## src/rtl/comp_pkg.sv

```systemverilog
// Shared state encodings and index-width helper for the iterative comparator.
package comp_pkg;

    // Controller states, 2-bit encoded
    typedef enum logic [1:0] {
        IDLE = 2'd0,
        RUN  = 2'd1,
        DONE = 2'd2
    } state_t;

    // Ceiling log2, used to size the chunk index counter
    function automatic int clog2(input int value);
        int r;
        r = 0;
        while ((1 << r) < value) begin
            r = r + 1;
        end
        return r;
    endfunction

endpackage

```

## src/rtl/comp_chunk.sv

```systemverilog
// Combinational unsigned compare of one CHUNK-bit slice (gt/eq convention).
module comp_chunk #(
    parameter int CHUNK = 8
) (
    input  logic [CHUNK-1:0] a,
    input  logic [CHUNK-1:0] b,
    output logic             gt,
    output logic             eq
);

    assign gt = (a > b);
    assign eq = (a == b);

endmodule

```

## src/rtl/comp_iter.sv

```systemverilog
// Multi-cycle magnitude comparator: walks the operands CHUNK bits per cycle,
// MSB chunk first, and stops on the first chunk that differs.
module comp_iter
    import comp_pkg::*;
#(
    parameter int WIDTH = 32,
    parameter int CHUNK = 8
) (
    input  logic             clk,
    input  logic             rst_n,
    input  logic             start_valid,
    output logic             start_ready,
    input  logic [WIDTH-1:0] a,
    input  logic [WIDTH-1:0] b,
    input  logic             is_signed,
    output logic             res_valid,
    input  logic             res_ready,
    output logic             eq,
    output logic             gt,
    output logic             lt
);

    localparam int NCHUNK = (CHUNK > 0) ? (WIDTH / CHUNK) : 1;
    localparam int IDXW   = (clog2(NCHUNK) < 1) ? 1 : clog2(NCHUNK);
    localparam logic [IDXW-1:0] LAST_IDX = IDXW'(NCHUNK - 1);

    // Reject parameter sets that do not split the operands into whole chunks
    generate
        if (CHUNK < 1) begin : g_chunk_too_small
            $error("comp_iter: CHUNK must be at least 1");
        end else if ((WIDTH % CHUNK) != 0) begin : g_width_not_multiple
            $error("comp_iter: WIDTH must be a multiple of CHUNK");
        end
    endgenerate

    state_t            state_reg, state_next;
    logic [IDXW-1:0]   idx_reg,   idx_next;
    logic [WIDTH-1:0]  a_reg,     a_next;
    logic [WIDTH-1:0]  b_reg,     b_next;
    logic              eq_reg,    eq_next;
    logic              gt_reg,    gt_next;
    logic              lt_reg,    lt_next;

    logic [WIDTH-1:0]  sign_mask;
    logic [CHUNK-1:0]  a_chunks [NCHUNK];
    logic [CHUNK-1:0]  b_chunks [NCHUNK];
    logic [CHUNK-1:0]  chunk_a;
    logic [CHUNK-1:0]  chunk_b;
    logic              chunk_gt;
    logic              chunk_eq;

    // Flipping the sign bit maps two's-complement order onto unsigned order,
    // so a signed compare becomes an unsigned one that only touches chunk 0
    always_comb begin
        sign_mask            = '0;
        sign_mask[WIDTH-1]   = is_signed;
    end

    // Slice the latched operands into chunks, index 0 being the MSB chunk
    generate
        for (genvar gi = 0; gi < NCHUNK; gi++) begin : g_slice
            assign a_chunks[gi] = a_reg[WIDTH-1-gi*CHUNK -: CHUNK];
            assign b_chunks[gi] = b_reg[WIDTH-1-gi*CHUNK -: CHUNK];
        end
    endgenerate

    assign chunk_a = a_chunks[idx_reg];
    assign chunk_b = b_chunks[idx_reg];

    comp_chunk #(
        .CHUNK (CHUNK)
    ) u_chunk (
        .a  (chunk_a),
        .b  (chunk_b),
        .gt (chunk_gt),
        .eq (chunk_eq)
    );

    // State, index, operand and result registers
    always_ff @(posedge clk) begin
        if (!rst_n) begin
            state_reg <= IDLE;
            idx_reg   <= '0;
            a_reg     <= '0;
            b_reg     <= '0;
            eq_reg    <= 1'b0;
            gt_reg    <= 1'b0;
            lt_reg    <= 1'b0;
        end else begin
            state_reg <= state_next;
            idx_reg   <= idx_next;
            a_reg     <= a_next;
            b_reg     <= b_next;
            eq_reg    <= eq_next;
            gt_reg    <= gt_next;
            lt_reg    <= lt_next;
        end
    end

    // Next-state logic: accept, walk chunks with early exit, hold result until taken
    always_comb begin
        state_next = state_reg;
        idx_next   = idx_reg;
        a_next     = a_reg;
        b_next     = b_reg;
        eq_next    = eq_reg;
        gt_next    = gt_reg;
        lt_next    = lt_reg;

        case (state_reg)
            IDLE: begin
                if (start_valid) begin
                    state_next = RUN;
                    idx_next   = '0;
                    a_next     = a ^ sign_mask;
                    b_next     = b ^ sign_mask;
                end
            end
            RUN: begin
                if (!chunk_eq) begin
                    state_next = DONE;
                    eq_next    = 1'b0;
                    gt_next    = chunk_gt;
                    lt_next    = !chunk_gt;
                end else if (idx_reg == LAST_IDX) begin
                    state_next = DONE;
                    eq_next    = 1'b1;
                    gt_next    = 1'b0;
                    lt_next    = 1'b0;
                end else begin
                    idx_next   = idx_reg + IDXW'(1);
                end
            end
            DONE: begin
                if (res_ready) begin
                    state_next = IDLE;
                    eq_next    = 1'b0;
                    gt_next    = 1'b0;
                    lt_next    = 1'b0;
                end
            end
            default: begin
                state_next = IDLE;
            end
        endcase
    end

    assign start_ready = (state_reg == IDLE);
    assign res_valid   = (state_reg == DONE);
    assign eq          = eq_reg;
    assign gt          = gt_reg;
    assign lt          = lt_reg;

endmodule

```

## config.mk

```make
export PLATFORM = sky130hd
export DESIGN_NAME = comp_iter
export DESIGN_NICKNAME = d
export VERILOG_FILES = /design/src/rtl/comp_pkg.sv /design/src/rtl/comp_chunk.sv /design/src/rtl/comp_iter.sv
export SDC_FILE = /design/constraint.sdc
export NUM_CORES = 1
export LEC_CHECK = 0
export CAP_MARGIN = 25
export CORE_ASPECT_RATIO = 0.8
export CORE_UTILIZATION = 50
export CTS_CLUSTER_DIAMETER = 80
export DETAILED_ROUTE_END_ITERATION = 10
export HOLD_SLACK_MARGIN = 0.06
export PLACE_DENSITY = 0.87
export SLEW_MARGIN = 30
export SYNTH_ARGS = -nofsm -noshare
export SYNTH_HDL_FRONTEND = slang
export SYNTH_SLANG_ARGS = --single-unit
```

## constraint.sdc

```tcl
create_clock -name clk -period 3.4 [get_ports clk]
set_clock_uncertainty 0.2 [all_clocks]
set_input_delay 0.34 -clock clk [delete_from_list [all_inputs] [get_ports clk]]
set_output_delay 0.34 -clock clk [all_outputs]
set_load 0.1 [all_outputs]
```

==> results by group <==
Route
  • # DRC: 0
  • Vias per cell: 5.33
  • Wirelength per Cell: between 10 and 15 um
  • TritonRoute pass-1 iters: 4
  • Final WL: 7.37 mm
  • Initial DRC Count: 159
  • Vias: around 2800
  • Antenna-violating nets left: 0

STA
  • Final Hold Fails: 0
  • Fin crit period: 2.93 ns
  • Tightest Pin Transition: 0.959 ns
  • Worst setup margin: 0.474 ns
  • RSZ-0062 raised after global routing: no
  • Max Fclk: 0.342 GHz
  • Max-slew violation count: 0
  • TNS Setup: 0 ns
  • Fin crit share: 86.1%
  • Max_slew headroom: a little over a third
  • Setup violators final: 0

Clock tree
  • Max clock buf depth: 2
  • Clock sinks: between 70 and 80
  • Clk Tree Root Cell: clkbuf_8
  • H-tree Lvls: 3
  • TritonCTS clock tree: built
  • Worst-path clk slew: roughly 0.070 ns
  • Postcts setup bufs: 0
  • CTS Hold Bufs: 0
  • TritonCTS Buffers: 9
  • Clk_lat worst skew: 0.35 ns
  • CTS resizes: 0

Floorplan
  • Height of the die: 74.9 um
  • Row count: 26
  • Chip Width: 93.1 um
  • Starting density of the core: between 50% and 60%
  • Core ar.: roughly 0.0064 mm2
  • Top Ports: 74
  • Die area: 0.00698 mm2

Cells and area
  • Fin area: between 0.004 and 0.005 mm2
  • Layout Area Growth over Synthesis: 28.3%
  • Share of layout cells above drive strength 1: 10.4%
  • # nets final: between 500 and 600
  • Ant diodes: 0
  • Non-Filler Instances: 517
  • Util after Layout: 66.5%

Hold path
  • Worst min path class: flip-flop to flip-flop
  • Hold endpoint: b_chunks[0]
  • Hold_sp: b_chunks[0]
  • Hold depth: 2

Flow run
  • MaxCap Viol Count: 0

Pwr
  • Leak Pwr: 1.63 nW
  • Pwr/cell area: 477 mW/mm2
  • Peak supply drop: 224 uV

Yosys
  • Sequential-to-total area share from yosys stat: 42.8%
  • Synth Cell Area: around 0.0033 mm2
  • Post-synth top flop: dfxtp_1
  • Yosys top cell area share: between 40% and 50%
  • Yosys cell types: 33
  • Syn Area/Cell: 9.13 um2
  • Number of synthesized register bits: 71
  • EDFF count, synth: 0
  • Yosys Warn Count: 0
  • Top cells by area, synth: dfxtp_1 43%, nand2_1 15%, a21boi_1 14%
  • Async S/R FF share, synth: 0%
  • Syn nets: ~440
  • Commonest cells in the netlist: 134 x nand2_1, 71 x dfxtp_1, 62 x a21boi_1
  • Cells after Synth: 364
  • Top-count cell post-synth: nand2_1
  • Yosys top cell by area: dfxtp_1

Global route
  • Vias in the first global route: 2699
  • Initial antenna violation count: 0
  • Largest net degree at the start of global routing: 65
  • All-Layer GR Usage: 23.2%
  • Grt ovf: 0
  • First-pass GRT wire length: 12.2 mm

Critical path
  • Startpoint Class: flip-flop
  • CP Class: flip-flop to flip-flop
  • Reg2reg end: gt
  • Arr. time, crit path: 2.94 ns
  • Worst reg2reg startpoint: idx_reg[1]
  • Worst r2r path cells: 8
  • CP Capture Type: flip-flop
  • CP required: 3.42 ns
  • Setup slack, reg-to-reg: 0.47 ns
  • CP Max Fanout: 11

Placed design
  • Port buffer count: 73
  • Setup WS pre-CTS: 0.542 ns
  • Placed wire-length estimate: 5.41 mm
  • Placed insts: 501
  • Area after DPL: 0.00405 mm2
  • GP Congestion: 0.856

Outcome
  • Outcome: complete, no violations
==> report_power, final <==
group	leakage (nW)	switching, mW	internal [mW]
registers	0.583	0.0400	0.894
logic	0.947	0.211	0.191
clock network	0.0988	0.315	0.380
==> metrics by stage <==
step | hold WS (ns) | total power [mW]
after CTS | 0.256 | 2.04
final | 0.255 | 2.03
after floorplan | 0.232 | 1.21
after global routing | 0.281 | 2.11
after detailed placement | 0.246 | 1.35
after global placement | 0.238 | 1.34
==> layout by cell type, fill, tap and decap left out, types with 2 or more instances in the layout <==
cell type / instances
dfxtp_1: 71
clkbuf_8: 11
nor2_1: 3
ha_1: 9
inv_1: 8
mux4_2: 16
buf_4: 6
clkinvlp_4: 2
o22ai_1: 2
o211a_1: 2
nand2b_1: 4
clkdlybuf4s50_1: 70
and3_1: 2
nor2b_1: 4
a21oi_1: 4
o21a_1: 2
xnor2_1: 2
nand2_1: 134
a21boi_1: 62
==> critical path: stages, from the launching register on <==
cell and delay (ns):
dfxtp_1 0.62, buf_4 0.29, mux4_2 0.32, ha_1 0.32
nor2b_1 0.14, o211ai_2 0.12, a21oi_1 0.10, a2111oi_0 0.52
o22ai_1 0.16
==> how the worst max path moves through the flow <==
| stage | slack [ns] | end | cells after the start | from |
|---|---|---|---|---|
| 3_3_place_gp | 0.73 | gt | 8 | idx_reg[1] |
| 6_report | 0.47 | gt | 8 | idx_reg[1] |
| 4_1_cts | 0.51 | gt | 8 | idx_reg[1] |
| 2_1_floorplan | 0.74 | gt | 9 | idx_reg[0] |
| 3_5_place_dp | 0.54 | gt | 8 | idx_reg[1] |
| 5_1_grt | 0.29 | gt | 8 | idx_reg[1] |
==> metal layers <==
| metal | global-route usage, % | vias up | part of all wire (%) |
|---|---|---|---|
| li1 | - | 1356 | - |
| met1 | 29.4 | 1310 | 44 |
| met2 | 38.7 | 72 | 48 |
| met3 | 5.15 | 19 | 5.2 |
| met4 | 10.3 | 0 | 2.2 |
| met5 | 0 | - | 0 |
==> cells by family after synthesis <==
logic type / share of synthesized area, %
AND/OR/NAND/NOR: 19.1
AO/OA/AOI/OAI: 17.7
flip-flops: 42.8
buffers and inverters: 5.39
multiplexers: 11.1
adder cells (fa/ha/maj): 3.39
XOR/XNOR: 0.527
==> cell type report <==
type,instances,area [um2]
Clock buffer,12,155
Clock inverter,4,53.8
Fill cell,485,2150
Inverter,8,30.0
Multi-Input combinational cell,260,1730
Sequential cell,71,1420
Tap cell,84,105
Timing Repair Buffer,78,771
Power figures use the tool's default switching activity.
==> RTL change 1: new RTL, same flow settings <==
The 3 states of `state_t` get a one-hot encoding in 3 bits.
--- a/src/rtl/comp_pkg.sv
+++ b/src/rtl/comp_pkg.sv
@@ -3,8 +3,8 @@
 
     // Controller states, 2-bit encoded
-    typedef enum logic [1:0] {
-        IDLE = 2'd0,
-        RUN  = 2'd1,
-        DONE = 2'd2
+    typedef enum logic [2:0] {
+        IDLE = 3'b001,
+        RUN  = 3'b010,
+        DONE = 3'b100
     } state_t;
 
Check against the original RTL: no difference found for any inputs over 10 cycles, from zero or initial values and one cycle with rst_n low; not proved beyond that.
==> RTL change 1 against the unedited design <==
  * First-iteration DRC count decreased by 5.7%
  * Clock power decreased by 0.6%
  * Highest routed layer unchanged
  * Wire length increased by 2.0%
  * Combinational power decreased by 19%
  * Fmax decreased by 5.8%
  * Sequential cell count increased by 1
  * Final area increased by 0.56%
  * Final cell count increased by 0.39%
  * Synthesized area decreased by 0.23%
  * Largest power group unchanged
  * Total power decreased by 4.0%
  * Worst setup slack got worse by 0.18 ns
==> RTL change 1: results (changes against the unedited design) <==
* Outcome: finished clean
* Fin. max-slew vios at 0 (unchanged)
* Diode count at 0 (unchanged)
* Critical Path Sink: eq
* Setup TNS at 0 ns (unchanged)
* Critical path class: reg2reg
* Most frequent cells after synthesis: nand2_1, dfxtp_1, a21boi_1
* Leakage power at 1.63 nW (+0.10%)
* Largest net degree at the start of global routing at 75 (+15%)
* Area of the multi-input gates at 1740 sq um (+0.51%)
* CP max FO at 12 (+1)
* Post-synth ARST share at 0% (unchanged)
* Total global-route track usage at 23.6% (+0.44 points)
* Clock tree buffer depth at 2 (unchanged)
* Largest cells by area after synthesis: dfxtp_1, nand2_1, a21boi_1, mux4_2, ha_1
* R2R depth at 7 (-1)
* Nets at 508 (+0.40%)
* Post-Syn Nets at 445 (+0.68%)
* Ys Warns at 0 (unchanged)
* CTS-repair resized insts at 0 (unchanged)
* Drt wl/cell at 14.5 um (+1.6%)
* RR Startpoint: idx_reg[1]
* VDD IR-drop max at 0.000415 V (+85%)
* Initial antenna violation count at 0 (unchanged)
* Placement-stage cell area at 4080 sq um (+0.59%)
* Distinct cells, synth at 31 (-6.1%)
* Most used DFF post-synth: dfxtp_1
* GPL Wtd Cong at 0.870 (+1.6%)
* CTS clock-pin slew for the worst setup and hold paths at about 0.08 ns
* Clk Tree Root Cell: clkbuf_8
* DRT iter0 DRCs at 150 (-5.7%)
* Worst Hold Class: in2reg
* CTS H-Tree Depth at 3 (unchanged)
* IO Port Bufs at 73 (unchanged)
* Post-CTS Setup Repair Bufs at 0 (unchanged)
* Post-synthesis sequential area ratio at 43.5% (+0.70 points)
* First-pass GRT wire length at 12.2 mm (-0.17%)
* Skew-Pair Late Insertion Delay at 0.35 ns (about the same)
* Share of cells above drive strength 1 at 10.8% (+0.41 points)
* FF-to-FF setup slack at 0.29 ns (-0.18 ns)
* Pre-Repair DR Iteration Count at 5 (+1)
* Rel. slew slack at 35.5% (-0.34 points)
* DR vias at 2760 (+0.11%)
* Number of global-route vias before repair at 2622 (-2.9%)
* Inserted Clock Buffers at 9 (unchanged)
* Hpwl dp at 5.50 mm (+1.6%)
* Worst path arrival time at 3.15 ns (+0.21 ns)
* Filler instances at 488 (+0.62%)
RTL change 1: how the worst min path moves through the flow:
stage                     slack, ns          from           end  cells past startpoint
after global routing           0.27         rst_n  state_reg[0]                      2
after global placement         0.24   b_chunks[3]   b_chunks[3]                      2
final                          0.24         rst_n  state_reg[0]                      2
after detailed placement       0.25   a_chunks[0]   a_chunks[0]                      2
after floorplan                0.23  a_chunks[10]  a_chunks[10]                      2
after CTS                      0.26   a_chunks[0]   a_chunks[0]                      2
RTL change 1: power by group:
part / switching [mW] / total (mW) / leakage [nW] / internal [mW]
clock: 0.316 / 0.692 / 0.101 / 0.376
sequential: 0.0363 / 0.935 / 0.590 / 0.899
combinational: 0.160 / 0.324 / 0.938 / 0.164
RTL change 1: critical path, cell delays in order (launching register included):
cell	delay [ns]
dfxtp_1	0.67
mux4_2	0.57
ha_1	0.34
nand4_1	0.20
or2_1	0.33
o311a_1	0.39
mux2i_1	0.22
nor2b_1	0.06
RTL change 1: kinds of logic after synthesis:
| logic type | synth area share (%) |
|---|---|
| buf+inv | 4.27 |
| fa+ha+maj | 3.40 |
| compound gates | 16.9 |
| xor+xnor | 0.529 |
| simple gates | 19.9 |
| mux | 11.5 |
| flops | 43.5 |
RTL change 1: layer usage:
layer	wire (um)	global-route usage, %
met5	0	0
met4	128	9.74
met3	364	6.06
met2	3720	40.3
met1	3300	29.0
RTL change 1: stage by stage:
step | worst slack (ns) | utilization [%] | hold slack [ns] | total power, mW | std cells
2_1_floorplan | 0.444 | - | 0.232 | 1.14 | 367
3_3_place_gp | 0.459 | 63.6 | 0.242 | 1.26 | 503
3_5_place_dp | 0.362 | 63.6 | 0.247 | 1.28 | 503
4_1_cts | 0.310 | 66.8 | 0.258 | 1.96 | 519
5_1_grt | 0.167 | 66.9 | 0.269 | 2.03 | 519
6_report | 0.293 | 66.9 | 0.240 | 1.95 | 519
RTL change 1: area by class of cell:
class,instances,share of cell area (%)
clock inverter,5,1.28
multi-input combinational,260,40.5
sequential,72,33.6
timing repair buffer,79,17.9
tap,84,2.45
clock buffer,11,3.53
inverter,8,0.701
==> RTL change 2: new RTL, config.mk and constraints unchanged <==
Made on the original files. `WIDTH`: 32 -> 64.
--- a/src/rtl/comp_iter.sv
+++ b/src/rtl/comp_iter.sv
@@ -4,5 +4,5 @@
     import comp_pkg::*;
 #(
-    parameter int WIDTH = 32,
+    parameter int WIDTH = 64,
     parameter int CHUNK = 8
 ) (
Ports: changed (resized a and b); port bits go from 74 to 138. No check against the original RTL was run, so the function may have changed too.
==> RTL change 2 against the unedited design <==
  * Wire length grew 110%
  * Count of clock-buffer cells in the layout grew 8
  * First-iteration DRC count grew to 2.7 times the old value
  * Final area grew 92%
  * Synthesized area grew 88%
  * Sequential cell count grew 65
  * Non-clock buffer count grew 65
  * Final cell count grew 83%
  * Largest cell class unchanged
  * Synthesized cell count grew 86%
  * Worst setup slack lost 0.25 ns
  * Total power grew 100%
==> RTL change 2: results (changes against the unedited design) <==
* IO Port Bufs at 137 (+88%)
* Layout Cells excl Fill at 948 (+83%)
* Met3 Usage GRT at 5.34% (+0.19 points)
* Hold Slack at 0.262 ns (+0.00694 ns)
* Number of global-route vias before repair at 5012 (+86%)
* First-pass GRT wire length at 24.6 mm (+100%)
* Critical path's slowest cell: or4_1
* R2r endpoint: idx_reg[2]
* Outcome: finished clean
* Drt wl/cell at 16.4 um (+15%)
* Worst path arrival time at 3.26 ns (+0.32 ns)
* CP top delay family: simple AND/OR/NAND/NOR gates
* Max stage delay on crit path at 0.60 ns (-0.02 ns)
* Total global-route track usage at 24.9% (+1.7 points)
* Hold path startpoint: b_chunks[31]
* Pre-Repair DR Iteration Count at 5 (+1)
* Met2 Track Usage GR at 39.3% (+0.58 points)
* Filler instances at 887 (+83%)
* Switching power at 1.08 mW (+90%)
* Final Cycle Share at 93.4% (+7.4 points)
* Worst slew pin tran at 0.985 ns (+0.0259 ns)
* Clk Tree Root Cell: clkbuf_16
* GPL Wtd Cong at 0.887 (+3.6%)
* Nets at 928 (+83%)
* Placement-stage cell area at 7600 sq um (+87%)
* Largest cells by area after synthesis: dfxtp_1, nand2_1, a21boi_0, mux4_2, mux4_1
## RTL change 2: changes by cell type after synthesis, sizes merged, moves of 5 or more
cell    before  now
nand2      135  264
a21boi      63  130
dfxtp       71  136
clkbuf       6   25
mux4        16   32
buf         18   29
inv          8    0
mux2         0    8
mux2i        1    8
nand3        0    5
## RTL change 2: cell families after synthesis
| group | count (synthesis) | share of synthesized area (%) |
|---|---|---|
| and+or+nand+nor | 287 | 17.9 |
| DFF | 136 | 43.6 |
| xor gates and xnor gates | 2 | 0.280 |
| adders and majority gates | 10 | 2.00 |
| muxes | 48 | 14.9 |
| buffers and inverters | 54 | 4.51 |
| AOI/OAI and AO/OA | 140 | 16.8 |
## RTL change 2: area by class of cell
class | count | share of cell area (%)
repair buffers | 143 | 17.7
clock inverters | 10 | 0.996
well taps | 152 | 2.33
flip-flops and latches | 136 | 33.4
clock buffers | 20 | 5.47
multi-input cells | 487 | 40.1
## RTL change 2: worst register-to-register path, stage by stage (launching register included)
cell and delay, ns:
dfxtp_2 0.55, mux4_2 0.56, mux2_2 0.29, ha_1 0.34
nand4_1 0.28, or4_1 0.61, nand3_1 0.11, a21boi_0 0.12
## RTL change 2: power by group through the flow
stage / Combinational (mW) / Sequential [mW] / Clock, mW
global route: 0.735 / 1.80 / 1.74
global placement: 0.629 / 1.82 / 0
CTS: 0.660 / 1.79 / 1.67
floorplan: 0.395 / 1.81 / 0
detailed placement: 0.651 / 1.82 / 0
finish: 0.671 / 1.79 / 1.66
## RTL change 2: what timing repair did
item / CTS / global route
gates resized for setup: 0 / 6
buffers inserted: 0 / 0
endpoints found under the setup margin: 0 / 5
